## src/rtl/score_keeper_if.sv

```systemverilog
// +------------------------------------------------------------------+
// | score_keeper_if : playfield <-> score keeper event/status bundle |
// | Rev 1.0                                                          |
// +------------------------------------------------------------------+
`timescale 1ns/1ps
`default_nettype none

interface score_keeper_if;
  logic       game_start;
  logic       game_over;
  logic       clear_valid;
  logic [2:0] line_count;
  logic       clear_ready;
  logic [7:0] score;
  logic [3:0] level;
  logic [7:0] high_score;
  logic       playing;

  modport master (
    output game_start, game_over, clear_valid, line_count,
    input  clear_ready, score, level, high_score, playing
  );

  modport slave (
    input  game_start, game_over, clear_valid, line_count,
    output clear_ready, score, level, high_score, playing
  );
endinterface

`default_nettype wire

```

## src/rtl/score_keeper.sv

```systemverilog
// +------------------------------------------------------------------+
// | score_keeper : saturating score/lines/level keeper for the game  |
// | Optional high-score register built when HIGH_SCORE_EN is defined |
// | Rev 1.0                                                          |
// +------------------------------------------------------------------+
`timescale 1ns/1ps
`default_nettype none

module score_keeper #(
  parameter int SCORE_MAX       = 99,
  parameter int LINES_PER_LEVEL = 10,
  parameter int MAX_LEVEL       = 9
) (
  input  logic          clk,
  input  logic          rst,
  score_keeper_if.slave bus_io
);

  localparam logic [7:0] c_score_max       = 8'(SCORE_MAX);
  localparam logic [7:0] c_lines_per_level = 8'(LINES_PER_LEVEL);
  localparam logic [7:0] c_max_level       = 8'(MAX_LEVEL);

  typedef enum logic [1:0] {
    ST_IDLE = 2'd0,
    ST_PLAY = 2'd1,
    ST_ADD  = 2'd2,
    ST_OVER = 2'd3
  } state_t;

  state_t     state_q, state_d;
  logic [7:0] score_q, score_d;
  logic [7:0] lines_q, lines_d;
  logic [3:0] pending_q, pending_d;
  logic [3:0] level_q, level_d;

  logic       w_restart;
  logic [3:0] w_points;
  logic [8:0] w_lines_sum;
  logic [7:0] w_score_inc;
  logic [7:0] w_level_raw;

  always_comb begin
    w_points = 4'd0;
    case (bus_io.line_count)
      3'd1:    w_points = 4'd1;
      3'd2:    w_points = 4'd3;
      3'd3:    w_points = 4'd5;
      3'd4:    w_points = 4'd8;
      default: w_points = 4'd0;
    endcase
  end

  assign w_lines_sum = {1'b0, lines_q} + {6'd0, bus_io.line_count};
  assign w_score_inc = (score_q >= c_score_max) ? c_score_max : score_q + 8'd1;
  assign w_level_raw = lines_q / c_lines_per_level;

  always_comb begin
    state_d   = state_q;
    score_d   = score_q;
    lines_d   = lines_q;
    pending_d = pending_q;
    w_restart = 1'b0;

    case (state_q)
      ST_IDLE, ST_OVER: begin
        if (bus_io.game_start) begin
          w_restart = 1'b1;
        end
      end
      ST_PLAY: begin
        // game_over outranks both a restart and a coincident transfer
        if (bus_io.game_over) begin
          state_d   = ST_OVER;
          pending_d = 4'd0;
        end else if (bus_io.game_start) begin
          w_restart = 1'b1;
        end else if (bus_io.clear_valid && (w_points != 4'd0)) begin
          pending_d = w_points;
          lines_d   = w_lines_sum[8] ? 8'hFF : w_lines_sum[7:0];
          state_d   = ST_ADD;
        end
      end
      ST_ADD: begin
        if (bus_io.game_over) begin
          state_d   = ST_OVER;
          pending_d = 4'd0;
        end else if (bus_io.game_start) begin
          w_restart = 1'b1;
        end else begin
          score_d   = w_score_inc;
          pending_d = pending_q - 4'd1;
          if ((pending_q <= 4'd1) || (w_score_inc == c_score_max)) begin
            state_d   = ST_PLAY;
            pending_d = 4'd0;
          end
        end
      end
      default: state_d = ST_IDLE;
    endcase

    if (w_restart) begin
      state_d   = ST_PLAY;
      score_d   = 8'd0;
      lines_d   = 8'd0;
      pending_d = 4'd0;
    end

    if (w_restart) begin
      level_d = 4'd0;
    end else if (w_level_raw > c_max_level) begin
      level_d = c_max_level[3:0];
    end else begin
      level_d = w_level_raw[3:0];
    end
  end

  always_ff @(posedge clk or posedge rst) begin
    if (rst) begin
      state_q   <= ST_IDLE;
      score_q   <= 8'd0;
      lines_q   <= 8'd0;
      pending_q <= 4'd0;
      level_q   <= 4'd0;
    end else begin
      state_q   <= state_d;
      score_q   <= score_d;
      lines_q   <= lines_d;
      pending_q <= pending_d;
      level_q   <= level_d;
    end
  end

  assign bus_io.clear_ready = (state_q == ST_PLAY);
  assign bus_io.playing     = (state_q == ST_PLAY) || (state_q == ST_ADD);
  assign bus_io.score       = score_q;
  assign bus_io.level       = level_q;

`ifdef HIGH_SCORE_EN
  logic [7:0] high_q;
  logic       w_enter_over;

  assign w_enter_over = bus_io.game_over &&
                        ((state_q == ST_PLAY) || (state_q == ST_ADD));

  always_ff @(posedge clk or posedge rst) begin
    if (rst) begin
      high_q <= 8'd0;
    end else if (w_enter_over && (score_q > high_q)) begin
      high_q <= score_q;
    end
  end

  assign bus_io.high_score = high_q;
`else
  assign bus_io.high_score = 8'd0;
`endif

endmodule

`default_nettype wire

```

## src/flat_wrapper.sv

```systemverilog
// flat-port wrapper written by rule: the top's interface ports become plain ports
module score_keeper_flat 
#(
  parameter int SCORE_MAX       = 99,
  parameter int LINES_PER_LEVEL = 10,
  parameter int MAX_LEVEL       = 9
)
  (clk, rst, bus_io_game_start, bus_io_game_over, bus_io_clear_valid, bus_io_line_count, bus_io_clear_ready, bus_io_score, bus_io_level, bus_io_high_score, bus_io_playing);
  score_keeper_if bus_io_i ();
  input  logic clk;
  input  logic rst;
  input wire logic [$bits(bus_io_i.game_start)-1:0] bus_io_game_start;
  input wire logic [$bits(bus_io_i.game_over)-1:0] bus_io_game_over;
  input wire logic [$bits(bus_io_i.clear_valid)-1:0] bus_io_clear_valid;
  input wire logic [$bits(bus_io_i.line_count)-1:0] bus_io_line_count;
  output wire logic [$bits(bus_io_i.clear_ready)-1:0] bus_io_clear_ready;
  output wire logic [$bits(bus_io_i.score)-1:0] bus_io_score;
  output wire logic [$bits(bus_io_i.level)-1:0] bus_io_level;
  output wire logic [$bits(bus_io_i.high_score)-1:0] bus_io_high_score;
  output wire logic [$bits(bus_io_i.playing)-1:0] bus_io_playing;
  assign bus_io_i.game_start = bus_io_game_start;
  assign bus_io_i.game_over = bus_io_game_over;
  assign bus_io_i.clear_valid = bus_io_clear_valid;
  assign bus_io_i.line_count = bus_io_line_count;
  assign bus_io_clear_ready = bus_io_i.clear_ready;
  assign bus_io_score = bus_io_i.score;
  assign bus_io_level = bus_io_i.level;
  assign bus_io_high_score = bus_io_i.high_score;
  assign bus_io_playing = bus_io_i.playing;
  score_keeper #(.SCORE_MAX(SCORE_MAX), .LINES_PER_LEVEL(LINES_PER_LEVEL), .MAX_LEVEL(MAX_LEVEL)) u_core (.clk(clk), .rst(rst), .bus_io(bus_io_i));
endmodule
```

## config.mk

```make
export PLATFORM = sky130hd
export DESIGN_NAME = score_keeper_flat
export DESIGN_NICKNAME = d
export VERILOG_FILES = /design/src/rtl/score_keeper_if.sv /design/src/rtl/score_keeper.sv /design/src/flat_wrapper.sv
export SDC_FILE = /design/constraint.sdc
export NUM_CORES = 1
export LEC_CHECK = 0
export ABC_AREA = 1
export CELL_PAD_IN_SITES_DETAIL_PLACEMENT = 2
export CELL_PAD_IN_SITES_GLOBAL_PLACEMENT = 2
export CORE_MARGIN = 2
export CORE_UTILIZATION = 34
export CTS_BUF_LIST = sky130_fd_sc_hd__clkbuf_4
export DETAILED_ROUTE_END_ITERATION = 7
export GPL_TIMING_DRIVEN = 0
export MAX_ROUTING_LAYER = met4
export PLACE_DENSITY = 0.95
export SKIP_LAST_GASP = 1
export SLEW_MARGIN = 20
export SYNTH_ARGS = -nofsm -noshare
export SYNTH_HDL_FRONTEND = slang
export SYNTH_SLANG_ARGS = --single-unit
```

## constraint.sdc

```tcl
create_clock -name clk -period 5.55 [get_ports clk]
set_input_delay 1.11 -clock clk [delete_from_list [all_inputs] [get_ports clk]]
set_output_delay 1.11 -clock clk [all_outputs]
set_load 0.01 [all_outputs]
```

==> results.json, run 1 <==
{
  "status": "completed",
  "synth_top_family_by_area": "simple AND/OR/NAND/NOR gates",
  "die_area_sq_um": 6301,
  "cts_sinks": 26,
  "io_buffers": 21,
  "peakVddDrop_mv": 0.1324,
  "synth_top_cell_by_area": "dfrtp_1",
  "num_vias": 1932,
  "synth_seq_cells": 26,
  "start_kind": "input pin",
  "cts_tree": "built",
  "powerDensity_nw_per_um2": 249.2,
  "cts_root_buffer": "clkbuf_4",
  "clock_path_buffers": 2,
  "fin_hold_ws_ns": 0.5403,
  "overflow": 0,
  "tightest_slew_ns": 0.7547,
  "fin_setup_tns_ns": 0,
  "cts.hold.buffers_added": 0,
  "setup_viol": 0,
  "area_growth_pct": 19.62,
  "syn_area_sq_um": 1932,
  "finalHoldViolations": 0,
  "yosysTopAreaCellShare": 0.3368,
  "antenna_found_initial": 0,
  "regArea_sq_um": 650.6,
  "synth_area_leaders": "dfrtp_1 (34%), nand2_1 (10%), inv_1 (8.2%), o21ai_0 (6.5%), ha_1 (5.2%)",
  "drive_above_1_share": 0.1089,
  "syn_inst": 271,
  "fin_util": 0.4197,
  "detailed_place_hpwl_um": 4659,
  "ys_warn_count": 0,
  "period_share": 0.6221,
  "drv_slew": 0,
  "core-area_sq_um": 5507,
  "drc": 0,
  "instances_no_fill": 375,
  "critPathRequiredTime_ns": 5.82,
  "grt_start_max_net_pins": 27,
  "place_inst": 371,
  "worstSetupPathType": "input pin to register",
  "grt_pass1_vias": 2151,
  "cp_max_fo": 6,
  "vias_per_cell": 5.152,
  "place_congestion": 0.8009,
  "multi_input_area_sq_um": 1066,
  "synthAdderAreaFrac": 0.06218,
  "p_leak_nw": 1.163,
  "grt_setup_unrepaired": "false",
  "end_kind": "register",
  "fillCellCount": 639,
  "initial_utilization": 0.3508,
  "maxCapViolCount": 0,
  "grt_pass1_wl_um": 10310,
  "htree_levels": 1,
  "numCtsBuffers": 3,
  "drt-initial-drc-count": 50,
  "finish.net_count": 321,
  "relSlewSlack": 0.4930,
  "grtUsageTotal": 0.2124,
  "clock.fmax_ghz": 0.2896,
  "fin_skew_ns": 0.01142,
  "period_needed_ns": 3.453,
  "ys_seq_area_frac": 0.3368,
  "arrival_ns": 3.72,
  "synth_simple_gate_area_frac": 0.2882,
  "wl_um": 5899,
  "wl_per_cell_um": 15.73,
  "syn_avg_cell_area_sq_um": 7.129,
  "die_h_um": 79.38,
  "synth_compound_area_frac": 0.1813,
  "yosys.cell_types.count": 35,
  "first_pass_iters": 4,
  "die_w_um": 79.38,
  "synthMuxAreaShare": 0,
  "cts_resized": 0,
  "ant_nets": 0,
  "n_antenna_cell": 0,
  "synth-xor-area-share": 0.004534,
  "std_cell_rows": 27,
  "hold_path.class": "register to register",
  "clk_latency_ns": 0.34,
  "ios": 30,
  "cts_setup_buffers": 0,
  "clkTransAtPathRegs_ns": 0.16
}
area by class of cell:
cell class / count / area share
timing repair buffer: 21 / 0.09096
tap: 72 / 0.03898
multi-input combinational: 196 / 0.4613
inverter: 47 / 0.07634
clock inverter: 1 / 0.01299
clock buffer: 3 / 0.009746
sequential: 26 / 0.2815
buffer: 9 / 0.02815
flip-flops by register name, summed over array words and instances, names as in the netlist:
register / count
u_core.bus_io.score: 8
u_core.lines_q: 8
u_core.bus_io.level: 4
u_core.pending_q: 4
u_core.state_q: 2
per-layer routing:
metal | up-vias | GRT usage | wire [um]
met2 | 33 | 0.3814 | 3108
met1 | 952 | 0.2516 | 2553
met4 | 0 | 0.07241 | 139
met5 | - | - | 0
li1 | 934 | - | -
met3 | 13 | 0.01584 | 98
cell usage in the layout (no fill, tap or decap), types with 2 or more instances in the layout:
master	count
o22ai_1	6
conb_1	8
nand2_1	53
ha_1	8
nor4_1	2
inv_1	41
o211ai_1	2
nor2_1	26
nand2_2	3
dfrtp_1	26
inv_2	5
a21o_1	2
o21ai_0	25
a21oi_1	15
clkdlybuf4s50_1	21
clkbuf_4	3
nor3_1	7
nand2_4	3
or2_2	2
nand3_1	16
nand4_1	5
buf_4	8
logic make-up (layout without fill, tap and decap cells):
family                   Yosys count  count (layout)
AND/OR/NAND/NOR                  120             120
buffers and inverters             56              81
XOR/XNOR                           1               1
flip-flops                        26              26
other                              1               8
adder cells (fa/ha/maj)            9               9
AO/OA/AOI/OAI                     58              58
critical path, cell delays in order:
cell and delay (ns):
clkdlybuf4s50_1 0.55, ha_1 0.20, inv_1 0.07, fa_1 0.39
nor2_1 0.16, nor2_1 0.05, nor2_1 0.15, nand2_1 0.12
nor3_1 0.60, nor3_1 0.14, o22ai_1 0.18
where the power goes:
group | switching [mW] | internal (mW)
clock network | 0.0642 | 0.0731
registers | 0.0155 | 0.206
logic | 0.142 | 0.0749
total | 0.221 | 0.354
through the flow:
stage | total power [mW] | area (sq um) | worst slack, ns
finish | 0.5760 | 2311 | 2.097
global route | 0.6226 | 2311 | 1.905
CTS | 0.5803 | 2311 | 2.137
detailed placement | 0.4380 | 2258 | 1.761
global placement | 0.4228 | 2258 | 1.872
floorplan | 0.3516 | 1958 | 2.875
Yosys cell counts:
master	number
ha_1	8
or2_2	2
o22ai_1	6
o211ai_2	1
o21ai_1	1
xor2_1	1
o21ai_4	1
nand2_4	3
o211ai_1	2
o21ai_0	25
nor2_1	26
nand4_1	5
buf_4	8
buf_2	1
fa_1	1
nand2_2	3
nor3_1	7
conb_1	1
nor4_1	2
nand3_4	1
a21o_1	2
nand3_1	16
a211oi_1	1
nor4_2	1
a21oi_4	1
nor2_2	1
o21bai_1	1
clkinv_1	1
a21oi_1	15
inv_1	42
o2111ai_1	1
inv_2	4
a21oi_2	1
nand2_1	53
dfrtp_1	26
worst paths after layout:
kind | from | end | slack (ns) | cells after the start
min in group asynchronous | rst | u_core.bus_io.level[1] | 1.12 | 2
min | u_core.lines_q[0] | u_core.lines_q[0] | 0.54 | 2
max reg2reg | u_core.bus_io.score[0] | u_core.state_q[1] | 3.04 | 14
min reg2reg | u_core.lines_q[0] | u_core.lines_q[0] | 0.54 | 2
max | bus_io_line_count[0] | u_core.lines_q[5] | 2.10 | 11
max in group asynchronous | rst | u_core.pending_q[3] | 4.05 | 2
Power figures use the tool's default switching activity.
==> run 2: changes to the inputs <==
- CORE_UTILIZATION: 34 -> 31
- PLACE_DENSITY: 0.95 -> 0.94
- clock period: 5.55 -> 3.31 ns (I/O delays scaled with it)
==> results.json, run 2 (same netlist as run 1, synthesis figures left out) <==
{
  "io_buffers": 21,
  "grt_pass1_vias": 2123,
  "p_leak_nw": 1.151,
  "worstSetupPathType": "input pin to register",
  "clock.fmax_ghz": 0.3499,
  "relSlewSlack": 0.5833,
  "ant_nets": 0,
  "grt_pass1_wl_um": 10220,
  "grt_start_max_net_pins": 27,
  "drt-initial-drc-count": 66,
  "critPathRequiredTime_ns": 3.56,
  "n_antenna_cell": 0,
  "start_kind": "input pin",
  "powerDensity_nw_per_um2": 379.6,
  "finalHoldViolations": 0,
  "htree_levels": 1,
  "cts_sinks": 26,
  "r2r_start": "u_core.bus_io.score[1]",
  "drc": 0,
  "std_cell_rows": 28,
  "area_growth_pct": 18.46,
  "wl_per_cell_um": 15.08,
  "grt_util_met1": 0.2194,
  "numCtsBuffers": 3,
  "clock_path_buffers": 2,
  "clk_latency_ns": 0.33,
  "min_from": "u_core.bus_io.score[7]",
  "clkTransAtPathRegs_ns": 0.15,
  "cts_setup_buffers": 0,
  "wl_um": 5701,
  "cp_max_fo": 6,
  "maxCapViolCount": 0,
  "place_congestion": 0.7817,
  "peakVddDrop_mv": 0.1826,
  "critPathLaunch": "bus_io_line_count[0]",
  "setup_viol": 0,
  "num_vias": 1924,
  "drive_above_1_share": 0.1056,
  "ios": 30,
  "first_pass_iters": 4,
  "finish.net_count": 321,
  "cts_tree": "built",
  "grt_use_met3": 0.01292,
  "grt_setup_unrepaired": "false",
  "top_usage_layer": "met2",
  "final_common_cell": "nand2_1",
  "end_kind": "register",
  "core-area_sq_um": 5956,
  "die_area_sq_um": 6879,
  "final_cell_area_sq_um": 2288,
  "detailed_place_hpwl_um": 4767,
  "cts.hold.buffers_added": 0,
  "arrival_ns": 3.11,
  "fin_skew_ns": 0.004256,
  "die_h_um": 82.94,
  "initial_utilization": 0.3244,
  "vias_per_cell": 5.090,
  "hold_path.class": "register to register",
  "overflow": 0,
  "grt_use_met2": 0.3299,
  "die_w_um": 82.94,
  "antenna_found_initial": 0,
  "cts_resized": 0,
  "grtUsageTotal": 0.1806,
  "layout_common_cells": "nand2_1 (53), inv_1 (41), nor2_1 (26), dfrtp_1 (26), o21ai_0 (25)",
  "period_share": 0.8634,
  "drv_slew": 0,
  "dpl_cell_area_sq_um": 2262,
  "tightest_slew_ns": 0.6202,
  "cts_root_buffer": "clkbuf_4",
  "period_needed_ns": 2.858,
  "status": "completed",
  "fin_setup_tns_ns": 0
}
[run 2: cell count changes in the layout (fill, tap and decap cells not counted)]
cell       previous run  this run
bufinv_16             1         0
clkinv_1              1         2
[run 2: where the power goes]
| part | internal (mW) | switching (mW) |
|---|---|---|
| Clock | 0.0443 | 0.101 |
| Combinational | 0.125 | 0.226 |
| Sequential | 0.346 | 0.0261 |
| Total | 0.515 | 0.353 |
[run 2: metal layers]
metal	wire [um]	part of all wire
met1	2531	0.44
met2	2978	0.52
met3	137	0.024
met4	53	0.0093
met5	0	0
[run 2: through the flow]
| stage | total power, mW | hold slack (ns) | setup slack [ns] | utilization | cells |
|---|---|---|---|---|---|
| floorplan | 0.5895 | 0.4727 | 1.083 | - | 278 |
| global placement | 0.7049 | 0.5064 | 0.1703 | 0.3798 | 374 |
| detailed placement | 0.7355 | 0.5198 | 0.08893 | 0.3798 | 374 |
| CTS | 0.8821 | 0.5490 | 0.4290 | 0.3842 | 378 |
| global route | 0.9458 | 0.5814 | 0.2128 | 0.3842 | 378 |
| finish | 0.8687 | 0.5388 | 0.4520 | 0.3842 | 378 |
[run 2: final timing paths]
kind / endpoint / slack, ns / depth (start not counted)
min reg2reg: u_core.bus_io.score[7] / 0.54 / 2
max: u_core.lines_q[3] / 0.45 / 11
max in group asynchronous: u_core.lines_q[6] / 2.23 / 2
min in group asynchronous: u_core.bus_io.level[2] / 0.70 / 2
max reg2reg: u_core.state_q[1] / 0.86 / 14
min: u_core.bus_io.score[7] / 0.54 / 2
[run 2: area by class of cell]
| type | count | area, sq um |
|---|---|---|
| Fill cell | 740 | 3667 |
| Multi-Input combinational cell | 196 | 1066 |
| Sequential cell | 26 | 650.6 |
| Timing Repair Buffer | 21 | 210.2 |
| Inverter | 47 | 176.4 |
| Tap cell | 75 | 93.84 |
| Buffer | 9 | 65.06 |
| Clock buffer | 3 | 22.52 |
| Clock inverter | 1 | 3.754 |
[run 2: worst max-delay path, stage by stage]
cell and delay [ns]:
clkdlybuf4s50_1 0.54, ha_1 0.20, inv_1 0.06, fa_1 0.39, nor2_1 0.16, nor2_1 0.06
nor2_1 0.12, nand2_1 0.11, nor3_1 0.50, a21oi_1 0.08, o22ai_1 0.22
==> run 3: changes to the inputs <==
- CTS_CLUSTER_SIZE: default -> 25
- PLACE_DENSITY: 0.94 -> default
- PLACE_DENSITY_LB_ADDON: default -> 0.1
- TNS_END_PERCENT: default -> 30
==> results.json, run 3 (same netlist as run 1, synthesis figures left out) <==
{
  "status": "completed",
  "die_h_um": 82.94,
  "initial_utilization": 0.3244,
  "num_vias": 1908,
  "fin_hold_ws_ns": 0.5432,
  "grtUsageTotal": 0.1745,
  "critPathRequiredTime_ns": 3.58,
  "place_inst": 374,
  "crit_chain": "clkdlybuf4s50_1 > ha_1 > inv_1 > fa_1 > nor2_1 > nor2_1 > nor2_1 > nand2_1 > nor3_1 > o21ai_0 > o21ai_0",
  "hold_path.class": "register to register",
  "wl_per_cell_um": 14.99,
  "clkTransAtPathRegs_ns": 0.16,
  "powerDensity_nw_per_um2": 410.5,
  "critPathSlowestCell": "clkdlybuf4s50_1",
  "final_cell_area_sq_um": 2315,
  "cts_resized": 0,
  "setup_viol": 0,
  "end_kind": "register",
  "core-area_sq_um": 5956,
  "cts_setup_buffers": 0,
  "min_from": "u_core.lines_q[0]",
  "drt-initial-drc-count": 47,
  "first_pass_iters": 3,
  "period_needed_ns": 2.895,
  "r2r_start": "u_core.lines_q[0]",
  "antenna_found_initial": 0,
  "clock_path_buffers": 2,
  "ios": 30,
  "start_kind": "input pin",
  "drive_above_1_share": 0.1089,
  "finish.net_count": 321,
  "dpl_cell_area_sq_um": 2262,
  "pre_cts_slack_ns": 0.02391,
  "tightest_slew_ns": 0.6741,
  "fin_skew_ns": 0.008959,
  "cts_tree": "built",
  "fin_util": 0.3887,
  "die_w_um": 82.94,
  "worst-path-buf-inv": 2,
  "p_total_mw": 0.9502,
  "clock.fmax_ghz": 0.3454,
  "arrival_ns": 3.17,
  "worstSetupPathType": "input pin to register",
  "io_buffers": 21,
  "ant_nets": 0,
  "n_antenna_cell": 0,
  "p_leak_nw": 1.163,
  "peakVddDrop_mv": 0.1579,
  "detailed_place_hpwl_um": 4634,
  "final_common_cell": "nand2_1",
  "htree_levels": 1,
  "cp_common_cell": "nor2_1",
  "cts.hold.buffers_added": 0,
  "period_share": 0.8747,
  "layout_common_cells": "nand2_1 (53), inv_1 (41), nor2_1 (26), dfrtp_1 (26), o21ai_0 (25)",
  "overflow": 0,
  "critPathLaunch": "bus_io_line_count[0]",
  "die_area_sq_um": 6879,
  "max_stage_delay_ns": 0.54,
  "cts_sinks": 26,
  "clk_latency_ns": 0.34,
  "fin_ws_ns": 0.4148,
  "fin_setup_tns_ns": 0,
  "relSlewSlack": 0.5471,
  "finalHoldViolations": 0,
  "std_cell_rows": 28,
  "grt_start_max_net_pins": 27,
  "cp_max_fo": 6,
  "vias_per_cell": 5.048,
  "grt_pass1_vias": 1983,
  "wl_um": 5668,
  "instances_no_fill": 378,
  "grt_pass1_wl_um": 9680,
  "drv_slew": 0,
  "cts_root_buffer": "clkbuf_4",
  "place_congestion": 0.7479,
  "numCtsBuffers": 3,
  "maxCapViolCount": 0,
  "grt_setup_unrepaired": "false",
  "drc": 0,
  "path_delay_family": "simple AND/OR/NAND/NOR gates",
  "area_growth_pct": 19.82
}
==> run 3: path summary, 6_finish.rpt <==
path	to	slack (ns)	cells past startpoint
max	u_core.lines_q[7]	0.41	11
min	u_core.lines_q[0]	0.54	2
max reg2reg	u_core.lines_q[7]	0.91	10
min reg2reg	u_core.lines_q[0]	0.54	2
max in group asynchronous	u_core.lines_q[0]	2.23	2
min in group asynchronous	u_core.bus_io.score[3]	0.69	2
==> run 3: tightest hold or removal path, cell delays in order (launching register included) <==
cell	delay (ns)
dfrtp_1	0.39
nand3_1	0.08
nand2_1	0.06
==> run 3: layer usage <==
metal | GRT usage | share of wire
met4 | 0.03577 | 0.0081
met3 | 0.02187 | 0.023
met5 | - | 0
met2 | 0.2925 | 0.48
met1 | 0.2274 | 0.49
==> run 3: layout make-up <==
type,count,area [sq um]
Fill cell,757,3641
Tap cell,75,93.84
Sequential cell,26,650.6
Clock inverter,1,30.03
Inverter,47,176.4
Buffer,9,65.06
Multi-Input combinational cell,196,1066
Clock buffer,3,22.52
Timing Repair Buffer,21,210.2
==> run 3: power breakdown <==
| part | total, mW | switching, mW | internal (mW) |
|---|---|---|---|
| registers | 0.372 | 0.0261 | 0.346 |
| clock network | 0.236 | 0.114 | 0.123 |
| logic | 0.342 | 0.217 | 0.124 |
